===== config.mk =====
export PLATFORM = sky130hd
export DESIGN_NAME = alu_seq_ctrl
export DESIGN_NICKNAME = d
export VERILOG_FILES = /design/src/rtl/alu_seq_ctrl.sv
export SDC_FILE = /design/constraint.sdc
export NUM_CORES = 1
export LEC_CHECK = 0
export BUFFER_PORTS_ARGS = -buffer_cell sky130_fd_sc_hd__buf_2
export CORE_ASPECT_RATIO = 0.6
export CORE_UTILIZATION = 30
export CTS_BUF_LIST = sky130_fd_sc_hd__clkbuf_16
export CTS_CLUSTER_DIAMETER = 80
export DETAILED_ROUTE_END_ITERATION = 7
export HOLD_SLACK_MARGIN = 0.12
export PLACE_DENSITY = 0.52
export SLEW_MARGIN = 15
export SYNTH_ARGS = -nofsm -noshare
export SYNTH_HDL_FRONTEND = slang
export SYNTH_SLANG_ARGS = --single-unit
export TNS_END_PERCENT = 30

===== constraint.sdc =====
create_clock -name clk -period 2 [get_ports clk]
set_input_delay 0.1 -clock clk [delete_from_list [all_inputs] [get_ports clk]]
set_output_delay 0.1 -clock clk [all_outputs]
set_load 0.1 [all_outputs]

===== src/rtl/alu_seq_ctrl.sv =====
// Nibble-serial 16-bit ALU sequencer around one external 74181-style slice.
// Optional eq accumulation: define ALU_SEQ_EQ_EN.
module alu_seq_ctrl (
  input  logic        clk,
  input  logic        rst,
  input  logic        start,
  input  logic [15:0] op_a,
  input  logic [15:0] op_b,
  input  logic [3:0]  op_s,
  input  logic        op_m,
  input  logic        op_cn,
  output logic        busy,
  output logic        done,
  output logic [15:0] result,
  output logic        cout,
  output logic        eq,
  output logic [3:0]  slice_a,
  output logic [3:0]  slice_b,
  output logic [3:0]  slice_s,
  output logic        slice_m,
  output logic        slice_cn,
  input  logic [3:0]  slice_f,
  input  logic        slice_cout,
  input  logic        slice_eq
);

  typedef enum logic [1:0] {
    IDLE = 2'd0,
    RUN  = 2'd1,
    DONE = 2'd2
  } state_t;

  state_t      state;
  logic [1:0]  idx;
  logic [15:0] a_q;
  logic [15:0] b_q;
  logic [3:0]  s_q;
  logic        m_q;
  logic        cn_q;
  logic        carry_q;

  // Sequencer: latch operands, step through nibbles, pulse done.
  always_ff @(posedge clk) begin
    if (rst) begin
      state   <= IDLE;
      idx     <= 2'd0;
      busy    <= 1'b0;
      done    <= 1'b0;
      result  <= 16'd0;
      cout    <= 1'b0;
      a_q     <= 16'd0;
      b_q     <= 16'd0;
      s_q     <= 4'd0;
      m_q     <= 1'b0;
      cn_q    <= 1'b0;
      carry_q <= 1'b0;
    end else begin
      unique case (state)
        IDLE: begin
          if (start) begin
            a_q   <= op_a;
            b_q   <= op_b;
            s_q   <= op_s;
            m_q   <= op_m;
            cn_q  <= op_cn;
            idx   <= 2'd0;
            busy  <= 1'b1;
            state <= RUN;
          end
        end
        RUN: begin
          result[{idx, 2'b00} +: 4] <= slice_f;
          carry_q <= slice_cout;
          idx     <= idx + 2'd1;
          if (idx == 2'd3) begin
            cout  <= slice_cout;
            busy  <= 1'b0;
            done  <= 1'b1;
            state <= DONE;
          end
        end
        DONE: begin
          done  <= 1'b0;
          state <= IDLE;
        end
        default: begin
          busy  <= 1'b0;
          done  <= 1'b0;
          state <= IDLE;
        end
      endcase
    end
  end

  // Slice drive: current nibble in RUN, quiet zeros otherwise.
  always_comb begin
    slice_a  = 4'd0;
    slice_b  = 4'd0;
    slice_s  = 4'd0;
    slice_m  = 1'b0;
    slice_cn = 1'b0;
    if (state == RUN) begin
      slice_a  = a_q[{idx, 2'b00} +: 4];
      slice_b  = b_q[{idx, 2'b00} +: 4];
      slice_s  = s_q;
      slice_m  = m_q;
      slice_cn = (idx == 2'd0) ? cn_q : carry_q;
    end
  end

`ifdef ALU_SEQ_EQ_EN
  logic eq_q;

  // Word equality: AND of per-nibble A=B, restarted on nibble 0.
  always_ff @(posedge clk) begin
    if (rst) begin
      eq_q <= 1'b0;
    end else if (state == RUN) begin
      eq_q <= (idx == 2'd0) ? slice_eq : (eq_q & slice_eq);
    end
  end

  assign eq = eq_q;
`else
  logic eq_unused;
  assign eq_unused = slice_eq;
  assign eq = 1'b0;
`endif

endmodule


==> results of run 1 <==
per-layer routing:
| metal | vias up | wire length, um | global-route usage, % |
|---|---|---|---|
| met5 | - | 0 | 0 |
| met3 | 8 | 391 | 4.815 |
| li1 | 1315 | - | - |
| met4 | 0 | 89 | 6.867 |
| met2 | 74 | 2884 | 22.71 |
| met1 | 1145 | 3932 | 22.82 |
layout make-up:
cell class	count	area, um2	area share [%]
Inverter	6	22.52	0.5559
Clock inverter	5	21.27	0.5250
Tap cell	112	140.1	3.459
Timing Repair Buffer	132	1025	25.29
Sequential cell	62	1241	30.64
Clock buffer	9	225.2	5.559
Multi-Input combinational cell	225	1376	33.97
metrics by stage:
| step | cells | util [%] | power [mW] |
|---|---|---|---|
| floorplan | 317 | - | 1.699 |
| global placement | 494 | 38.20 | 1.817 |
| detailed placement | 494 | 38.20 | 1.821 |
| CTS | 551 | 46.14 | 3.212 |
| global route | 551 | 46.30 | 3.330 |
| finish | 551 | 46.30 | 3.173 |
logic make-up after synthesis:
logic type,count (synthesis),share of synthesized area [%]
simple gates,145,25.94
flops,62,44.52
other cells,1,0.1345
compound gates,64,12.21
fa+ha+maj,6,2.693
mux,9,7.899
buf+inv,30,6.598
cell usage in the layout (no fill, tap or decap), types with 2 or more instances in the layout:
cell type and instances:
nand2_1 93, buf_2 64, dfxtp_1 62, a21oi_1 56, dlygate4sd3_1 43, buf_4 16
and2_1 14, nand4_1 12, clkbuf_16 9, inv_1 8, mux4_1 8, nand2b_1 8
ha_1 6, buf_12 6, nand3b_1 4, nor2_1 4, o32ai_1 4, buf_6 3
nor4b_4 2, o21ai_0 2, clkinv_2 2
state kept, by name, summed over array words and instances (netlist names):
signal / flops
a_q: 16
b_q: 16
busy: 1
carry_q: 1
cn_q: 1
cout: 1
done: 1
idx: 2
m_q: 1
result: 16
s_q: 4
state: 2
what timing repair did:
action                                  in CTS  in global routing
gates resized for setup                      7                  5
hold buffers                                43                  0
endpoints found under the setup margin       7                  6
setup buffers                                0                  0
hold endpoints to repair                    56                  0
critical path, cell delays in order, from the launching register on:
cell,delay [ps]
dfxtp_1,350
buf_6,170
mux4_1,550
and2_1,180
buf_4,230
how the worst min path moves through the flow:
stage	start	endpoint	cells past startpoint
floorplan	op_a[0]	a_q[0]	2
global placement	op_a[9]	a_q[9]	3
detailed placement	op_a[12]	a_q[12]	3
CTS	start	busy	4
global route	start	busy	4
finish	start	busy	4
power by group through the flow:
stage | Clock, mW | Sequential (mW) | Combinational (mW)
global placement | 0 | 1.35 | 0.470
global route | 1.41 | 1.33 | 0.589
finish | 1.31 | 1.32 | 0.543
floorplan | 0 | 1.39 | 0.306
detailed placement | 0 | 1.35 | 0.473
CTS | 1.35 | 1.32 | 0.542
==> flow_metrics.py, run 1 <==
metrics = {
    "detailed_routing": {
        "drc": 0,
        "firstDrtPassIters": 4,
        "routedWlPerCell_um": 13.24,
        "ant_nets": 0,
        "drt_iter0_markers": 151,
        "wirelength_mm": 7.297,
        "viasPerCell": 4.613,
        "vias": 2542,
    },
    "setup_path": {
        "crit_start": "idx[0]",
        "reg2reg_slack_ps": 370,
        "timing.rr.start": "idx[0]",
        "r2r_cells": 5,
        "crit_path_end": "slice_a[2]",
        "worstSetupPathType": "reg -> out",
        "cp_max_fo": 8,
        "end_kind": "output pin",
        "required_ps": 1900,
        "rr_endpoint": "result[13]",
        "startpoint_type": "flop",
        "crit_arrival_ps": 1810,
    },
    "clock_network": {
        "clock_path_buffers": 2,
        "clockRootBuffer": "clkbuf_16",
        "cts.sinks": 62,
        "cts.clk_slew.worst_paths_ps": 50,
        "htree_levels": 3,
        "clock_latency_ps": 330,
        "numCtsBuffers": 9,
        "cts_tree": "done",
    },
    "placed_design": {
        "gp_congestion": 0.7039,
        "port_buffers": 78,
        "pre_cts_slack_ps": 327.5,
        "hpwl_mm": 4.829,
        "dpl_cell_area_um2": 3343,
    },
    "floorplanning": {
        "dieArea_um2": 9695,
        "dieHeight_um": 76.67,
        "initial_core_util_pct": 31.86,
        "core_area_um2": 8751,
        "io_pins": 81,
        "fp-row-count": 26,
        "fp.dieW_um": 126.4,
    },
    "cells_and_area": {
        "nFillCells": 851,
        "finalNetCount": 489,
        "syn_to_final_growth_pct": 45.33,
        "final_cell_area_um2": 4051,
        "diodes": 0,
        "drive_gt1_share_pct": 24.37,
    },
    "sta": {
        "finalCritPeriodShare_pct": 95.62,
        "period_needed_ps": 1912,
        "setup-violations-final": 0,
        "hold_ws_ps": 180.8,
        "clock_skew_ps": 8.192,
        "worst_slew_pin_slew_ps": 695.8,
        "hold_violations": 0,
        "setup_slack_ps": 87.58,
        "rsz0062_at_grt": "no",
        "setup_tns_ps": 0,
        "fmax_ghz": 0.5229,
        "slew_violations": 0,
        "slew_headroom_pct": 53.62,
    },
    "yosys": {
        "ys_ff_latch": 62,
        "synth_top_cell_by_area": "dfxtp_1",
        "avgSynthCellArea_um2": 8.794,
        "synth-warning-count": 0,
        "yosys.area.top_type_share_pct": 44.52,
        "yosysMostFrequentCell": "nand2_1",
        "syn-cell-area_um2": 2788,
        "yosys-top-cells-count": "93 x nand2_1, 62 x dfxtp_1, 56 x a21oi_1",
        "syn-num-nets": 370,
        "netlist_top_cells_area": "dfxtp_1 45%, nand2_1 13%, a21oi_1 10%, mux4_1 7.5%, and2_1 3.1%",
        "async_reset_ff_share_pct": 0,
        "synthDistinctLibCells": 30,
        "synth-seq-area-share_pct": 44.52,
        "synthCells": 317,
        "synth_edf_count": 0,
        "yosys_most_used_dff": "dfxtp_1",
    },
    "global_route": {
        "track_usage_pct": 16.19,
        "grt_max_degree": 40,
        "first_global_vias": 2393,
        "grt_pass1_wl_mm": 11.96,
        "gr-total-overflow": 0,
        "grt_antenna_before_repair": 0,
    },
    "hold_path": {
        "hold_path_class": "in -> reg",
    },
    "power_and_ir_drop": {
        "pwr-share-comb_pct": 17.1,
        "p_sw_share_pct": 27.07,
        "p_int_mw": 2.314,
        "p_clk_share_pct": 41.2,
        "power_switching_mw": 0.8589,
        "seq_power_share_pct": 41.7,
        "p_per_area_nw_per_um2": 783.2,
        "p_leak_nw": 1.709,
        "ir_drop_mv": 0.4530,
    },
    "outcome": {
        "outcome": "finished, final reports clean",
    },
    "job": {
        "max-cap-violations": 0,
    },
}
(Power assumes the default switching activity.)
==> inputs of run 2 (changes only) <==
--- a/config.mk
+++ b/config.mk
@@ -6,13 +6,15 @@
 export NUM_CORES = 1
 export LEC_CHECK = 0
 export BUFFER_PORTS_ARGS = -buffer_cell sky130_fd_sc_hd__buf_2
+export CELL_PAD_IN_SITES_DETAIL_PLACEMENT = 0
+export CELL_PAD_IN_SITES_GLOBAL_PLACEMENT = 1
 export CORE_ASPECT_RATIO = 0.6
 export CORE_UTILIZATION = 30
 export CTS_BUF_LIST = sky130_fd_sc_hd__clkbuf_16
 export CTS_CLUSTER_DIAMETER = 80
 export DETAILED_ROUTE_END_ITERATION = 7
 export HOLD_SLACK_MARGIN = 0.12
-export PLACE_DENSITY = 0.52
+export PLACE_DENSITY = 0.66
 export SLEW_MARGIN = 15
 export SYNTH_ARGS = -nofsm -noshare
 export SYNTH_HDL_FRONTEND = slang
==> flow_metrics.py, run 2 (synthesis results as in run 1) <==
metrics = {
    "outcome": {
        "outcome": "finished, final reports clean",
    },
    "sta": {
        "setup_tns_ps": 0,
        "clock_skew_ps": 6.346,
        "period_needed_ps": 1920,
        "setup_slack_ps": 79.64,
        "rsz0062_at_grt": "no",
        "slew_headroom_pct": 50.11,
        "hold_ws_ps": 155.3,
        "setup-violations-final": 0,
        "fmax_ghz": 0.5207,
        "worst_slew_pin_slew_ps": 748.4,
        "hold_violations": 0,
        "finalCritPeriodShare_pct": 96.02,
        "slew_violations": 0,
    },
    "setup_path": {
        "end_kind": "output pin",
        "r2r_cells": 5,
        "timing.rr.start": "idx[0]",
        "worstSetupPathType": "reg -> out",
        "path_common_cell": "buf_4",
        "cp_cell_sequence": "buf_4 > mux4_1 > and2_1 > buf_4",
        "cp_max_fo": 7,
        "rr_endpoint": "result[12]",
        "slowest_delay_ps": 540,
        "startpoint_type": "flop",
        "required_ps": 1900,
        "crit_arrival_ps": 1820,
        "reg2reg_slack_ps": 330,
        "crit_slowest_cell": "mux4_1",
    },
    "power_and_ir_drop": {
        "p_sw_share_pct": 27.15,
        "seq_power_share_pct": 41.6,
        "p_leak_nw": 1.720,
        "ir_drop_mv": 0.3970,
        "power_switching_mw": 0.8644,
        "p_clk_share_pct": 41.2,
        "p_per_area_nw_per_um2": 780.4,
        "p_int_mw": 2.319,
        "pwr-share-comb_pct": 17.2,
    },
    "placed_design": {
        "dp_cells": 493,
        "hpwl_mm": 5.006,
        "gp_congestion": 0.7068,
        "pre_cts_slack_ps": 320.7,
        "port_buffers": 78,
    },
    "global_route": {
        "gr-total-overflow": 0,
        "track_usage_pct": 16.57,
        "grt_pass1_wl_mm": 12.30,
        "grt_max_degree": 40,
        "grt_antenna_before_repair": 1,
        "first_global_vias": 2394,
    },
    "clock_network": {
        "clock_latency_ps": 320,
        "cts.clk_slew.worst_paths_ps": 50,
        "numCtsBuffers": 9,
        "clock_path_buffers": 2,
        "cts_tree": "done",
        "htree_levels": 3,
        "clockRootBuffer": "clkbuf_16",
        "cts.sinks": 62,
        "cts_setup_buffers": 0,
    },
    "hold_path": {
        "hold_path_class": "in -> reg",
        "hold_path.startpoint": "start",
        "whs_path_depth": 4,
        "hold_end": "busy",
    },
    "job": {
        "max-cap-violations": 0,
    },
    "detailed_routing": {
        "vias": 2539,
        "ant_nets": 0,
        "firstDrtPassIters": 4,
        "wirelength_mm": 7.568,
        "drt_iter0_markers": 128,
        "viasPerCell": 4.600,
        "drc": 0,
        "routedWlPerCell_um": 13.71,
    },
    "cells_and_area": {
        "layout_commonest_cell": "nand2_1",
        "nFillCells": 883,
        "diodes": 0,
        "final_cells": 552,
        "finalNetCount": 488,
        "largest_registers": "a_q (16), b_q (16), result (16)",
        "mostFrequentLayoutCells": "93 x nand2_1, 64 x buf_2, 62 x dfxtp_1",
        "drive_gt1_share_pct": 23.64,
        "syn_to_final_growth_pct": 46.32,
    },
    "floorplanning": {
        "io_pins": 81,
        "dieHeight_um": 76.67,
        "initial_core_util_pct": 31.86,
        "fp-row-count": 26,
        "dieArea_um2": 9695,
        "fp.dieW_um": 126.4,
        "core_area_um2": 8751,
    },
}
[run 2: changes by cell type in the layout (fill, tap and decap cells not counted)]
cell,before,now
buf_6,3,1
clkinv_1,1,3
buf_12,6,9
inv_1,8,10
buf_4,16,14
clkinv_2,2,0
[run 2: through the flow]
step / power [mW] / util [%] / cell area, um2
after CTS: 3.229 / 46.51 / 4070
after global routing: 3.332 / 46.61 / 4079
after floorplan: 1.699 / - / 2795
after global placement: 1.823 / 38.60 / 3378
final: 3.183 / 46.61 / 4079
after detailed placement: 1.830 / 38.60 / 3378
[run 2: layout make-up]
type	count	area, um2	area share (%)
clock inverters	7	26.28	0.6442
multi-input cells	225	1376	33.74
well taps	112	140.1	3.436
flip-flops and latches	62	1241	30.43
inverters	6	22.52	0.5521
clock buffers	9	225.2	5.521
repair buffers	131	1047	25.67
[run 2: repair_timing]
action | CTS | global route
setup endpoints to repair | 4 | 4
resized for setup | 4 | 5
hold buffers | 43 | 0
cloned | 0 | 0
endpoints found under the hold margin | 54 | 0
[run 2: metal layers]
metal	part of all wire, %	vias up	global-route usage (%)	wire [um]
met4	0.48	2	6.024	36
met2	39	63	21.82	2920
met1	56	1154	24.65	4255
met5	0.15	-	0	11
met3	4.5	6	5.164	344
li1	-	1314	-	-
[run 2: how the worst max path moves through the flow]
stage | end | cells past startpoint | from | slack (ps)
2_1_floorplan | slice_cn | 6 | idx[0] | 240
3_3_place_gp | slice_b[0] | 4 | idx[1] | 310
3_5_place_dp | slice_b[0] | 4 | idx[1] | 320
4_1_cts | slice_a[0] | 4 | idx[0] | 0.3
5_1_grt | slice_a[1] | 4 | idx[0] | 6
6_report | slice_a[0] | 4 | idx[0] | 80
[run 2: worst max-delay path, delay by kind of cell (launching register included)]
| family | cells | cell delay, ps |
|---|---|---|
| buffers and inverters | 2 | 430 |
| DFF | 1 | 360 |
| muxes | 1 | 540 |
| and+or+nand+nor | 1 | 170 |
[run 2: power by group through the flow]
stage	Sequential [mW]	Clock [mW]	Combinational [mW]
after global placement	1.35	0	0.475
after detailed placement	1.35	0	0.480
after floorplan	1.39	0	0.306
after global routing	1.33	1.41	0.591
after CTS	1.32	1.36	0.548
final	1.32	1.31	0.547
==> inputs of run 3 (changes only) <==
--- a/config.mk
+++ b/config.mk
@@ -14,7 +14,7 @@
 export CTS_CLUSTER_DIAMETER = 80
 export DETAILED_ROUTE_END_ITERATION = 7
 export HOLD_SLACK_MARGIN = 0.12
-export PLACE_DENSITY = 0.66
+export PLACE_DENSITY = 0.63
 export SLEW_MARGIN = 15
 export SYNTH_ARGS = -nofsm -noshare
 export SYNTH_HDL_FRONTEND = slang
==> flow_metrics.py, run 3 (synthesis results as in run 1) <==
metrics = {
    "outcome": {
        "outcome": "finished, final reports clean",
    },
    "cells_and_area": {
        "finalNetCount": 486,
        "layout_commonest_cell": "nand2_1",
        "final_cells": 550,
        "drive_gt1_share_pct": 24.43,
        "diodes": 0,
        "ff_latch_area_um2": 1242,
        "syn_to_final_growth_pct": 50.49,
        "final_cell_area_um2": 4195,
        "multiInputGateArea_um2": 1376,
        "largest_registers": "a_q (16), b_q (16), result (16)",
        "mostFrequentLayoutCells": "93 x nand2_1, 64 x buf_2, 61 x dfxtp_1",
        "nFillCells": 854,
    },
    "setup_path": {
        "rr_endpoint": "result[14]",
        "slowest_delay_ps": 560,
        "worstSetupPathType": "reg -> out",
        "path_common_cell": "buf_12",
        "reg2reg_slack_ps": 340,
        "cp_cell_sequence": "buf_12 > mux4_1 > and2_1 > buf_12",
        "end_kind": "output pin",
        "required_ps": 1900,
        "startpoint_type": "flop",
        "timing.rr.start": "idx[0]",
        "r2r_cells": 5,
        "crit_arrival_ps": 1830,
        "cp_max_fo": 16,
        "crit_slowest_cell": "mux4_1",
    },
    "power_and_ir_drop": {
        "fin_total_pwr_mw": 3.351,
        "p_leak_nw": 1.742,
        "ir_drop_mv": 0.4047,
        "p_per_area_nw_per_um2": 798.7,
    },
    "global_route": {
        "gr-total-overflow": 0,
        "grt_pass1_wl_mm": 11.85,
        "first_global_vias": 2361,
        "track_usage_pct": 16.11,
        "grt_antenna_before_repair": 0,
        "grt_max_degree": 39,
    },
    "sta": {
        "hold_violations": 0,
        "rsz0062_at_grt": "no",
        "slew_violations": 0,
        "fmax_ghz": 0.5184,
        "worst_slew_pin_slew_ps": 511.1,
        "slew_headroom_pct": 66.16,
        "setup_tns_ps": 0,
        "finalCritPeriodShare_pct": 96.46,
        "hold_ws_ps": 178.8,
        "clock_skew_ps": 3.997,
        "setup-violations-final": 0,
        "period_needed_ps": 1929,
    },
    "clock_network": {
        "clock_path_buffers": 2,
        "cts_tree": "done",
        "htree_levels": 3,
        "cts.clk_slew.worst_paths_ps": 50,
        "clockRootBuffer": "clkbuf_16",
        "cts.sinks": 62,
        "clock_latency_ps": 320,
        "numCtsBuffers": 9,
    },
    "placed_design": {
        "port_buffers": 78,
        "dp_cells": 491,
        "gp_congestion": 0.6985,
        "hpwl_mm": 4.796,
        "dpl_cell_area_um2": 3466,
    },
    "detailed_routing": {
        "ant_nets": 0,
        "drt_iter0_markers": 154,
        "wirelength_mm": 7.466,
        "viasPerCell": 4.655,
        "routedWlPerCell_um": 13.57,
        "vias": 2560,
        "drc": 0,
        "firstDrtPassIters": 4,
    },
    "hold_path": {
        "hold_path.startpoint": "start",
        "hold_end": "busy",
        "hold_path_class": "in -> reg",
        "whs_path_depth": 4,
    },
    "floorplanning": {
        "io_pins": 81,
        "fp-row-count": 26,
        "initial_core_util_pct": 31.86,
        "dieArea_um2": 9695,
        "core_area_um2": 8751,
        "dieHeight_um": 76.67,
        "fp.dieW_um": 126.4,
    },
    "job": {
        "max-cap-violations": 0,
    },
}
[run 3: cell types whose count changed in the layout (fill, tap and decap cells not counted)]
cell       previous run  this run
buf_12                9        17
buf_4                14         4
bufinv_16             0         1
clkinv_1              3         2
clkinv_2              0         3
dfxtp_1              62        61
dfxtp_2               0         1
inv_1                10         7
[run 3: how the worst max path moves through the flow]
stage | startpoint | endpoint | slack (ps) | cells past startpoint
2_1_floorplan | idx[0] | slice_cn | 240 | 6
3_3_place_gp | idx[0] | slice_a[2] | 360 | 4
3_5_place_dp | idx[0] | slice_a[2] | 350 | 4
4_1_cts | idx[0] | slice_a[2] | 40 | 4
5_1_grt | idx[0] | slice_a[2] | 10 | 4
6_report | idx[0] | slice_a[2] | 70 | 4
[run 3: final cells by class]
cell class | count | area share (%)
Tap cell | 112 | 3.340
Clock buffer | 9 | 5.368
Multi-Input combinational cell | 225 | 32.81
Clock inverter | 7 | 1.342
Sequential cell | 62 | 29.62
Inverter | 6 | 0.5368
Timing Repair Buffer | 129 | 26.99
[run 3: critical path: cells and delay by family, from the launching register on]
| kind | cells | cell delay [ps] |
|---|---|---|
| buffers and inverters | 2 | 350 |
| DFF | 1 | 370 |
| and+or+nand+nor | 1 | 210 |
| muxes | 1 | 560 |
[run 3: layer usage]
| metal | GRT usage, % | routed length (um) | up-vias |
|---|---|---|---|
| met5 | 0 | 0 | - |
| met4 | 5.783 | 59 | 0 |
| met3 | 5.373 | 424 | 7 |
| met2 | 22.38 | 3096 | 69 |
| met1 | 22.87 | 3886 | 1173 |
| li1 | - | - | 1311 |
[run 3: repair_timing]
| action | CTS | global route |
|---|---|---|
| hold endpoints to repair | 56 | 0 |
| endpoints found under the setup margin | 1 | 12 |
| gates resized for setup | 1 | 4 |
| buffers inserted | 0 | 0 |
| hold buffers | 43 | 0 |
[run 3: where the power goes]
part	total (mW)	switching [mW]	leakage [nW]	internal, mW
clock network	1.46	0.519	0.145	0.942
logic	0.562	0.329	1.09	0.233
registers	1.33	0.0313	0.507	1.30
total	3.35	0.880	1.74	2.47
[run 3: metrics by stage]
step,utilization (%),worst slack (ps)
detailed placement,39.61,347.7
floorplan,-,237.0
global route,47.94,10.83
global placement,39.61,362.1
CTS,47.78,36.29
finish,47.94,70.83
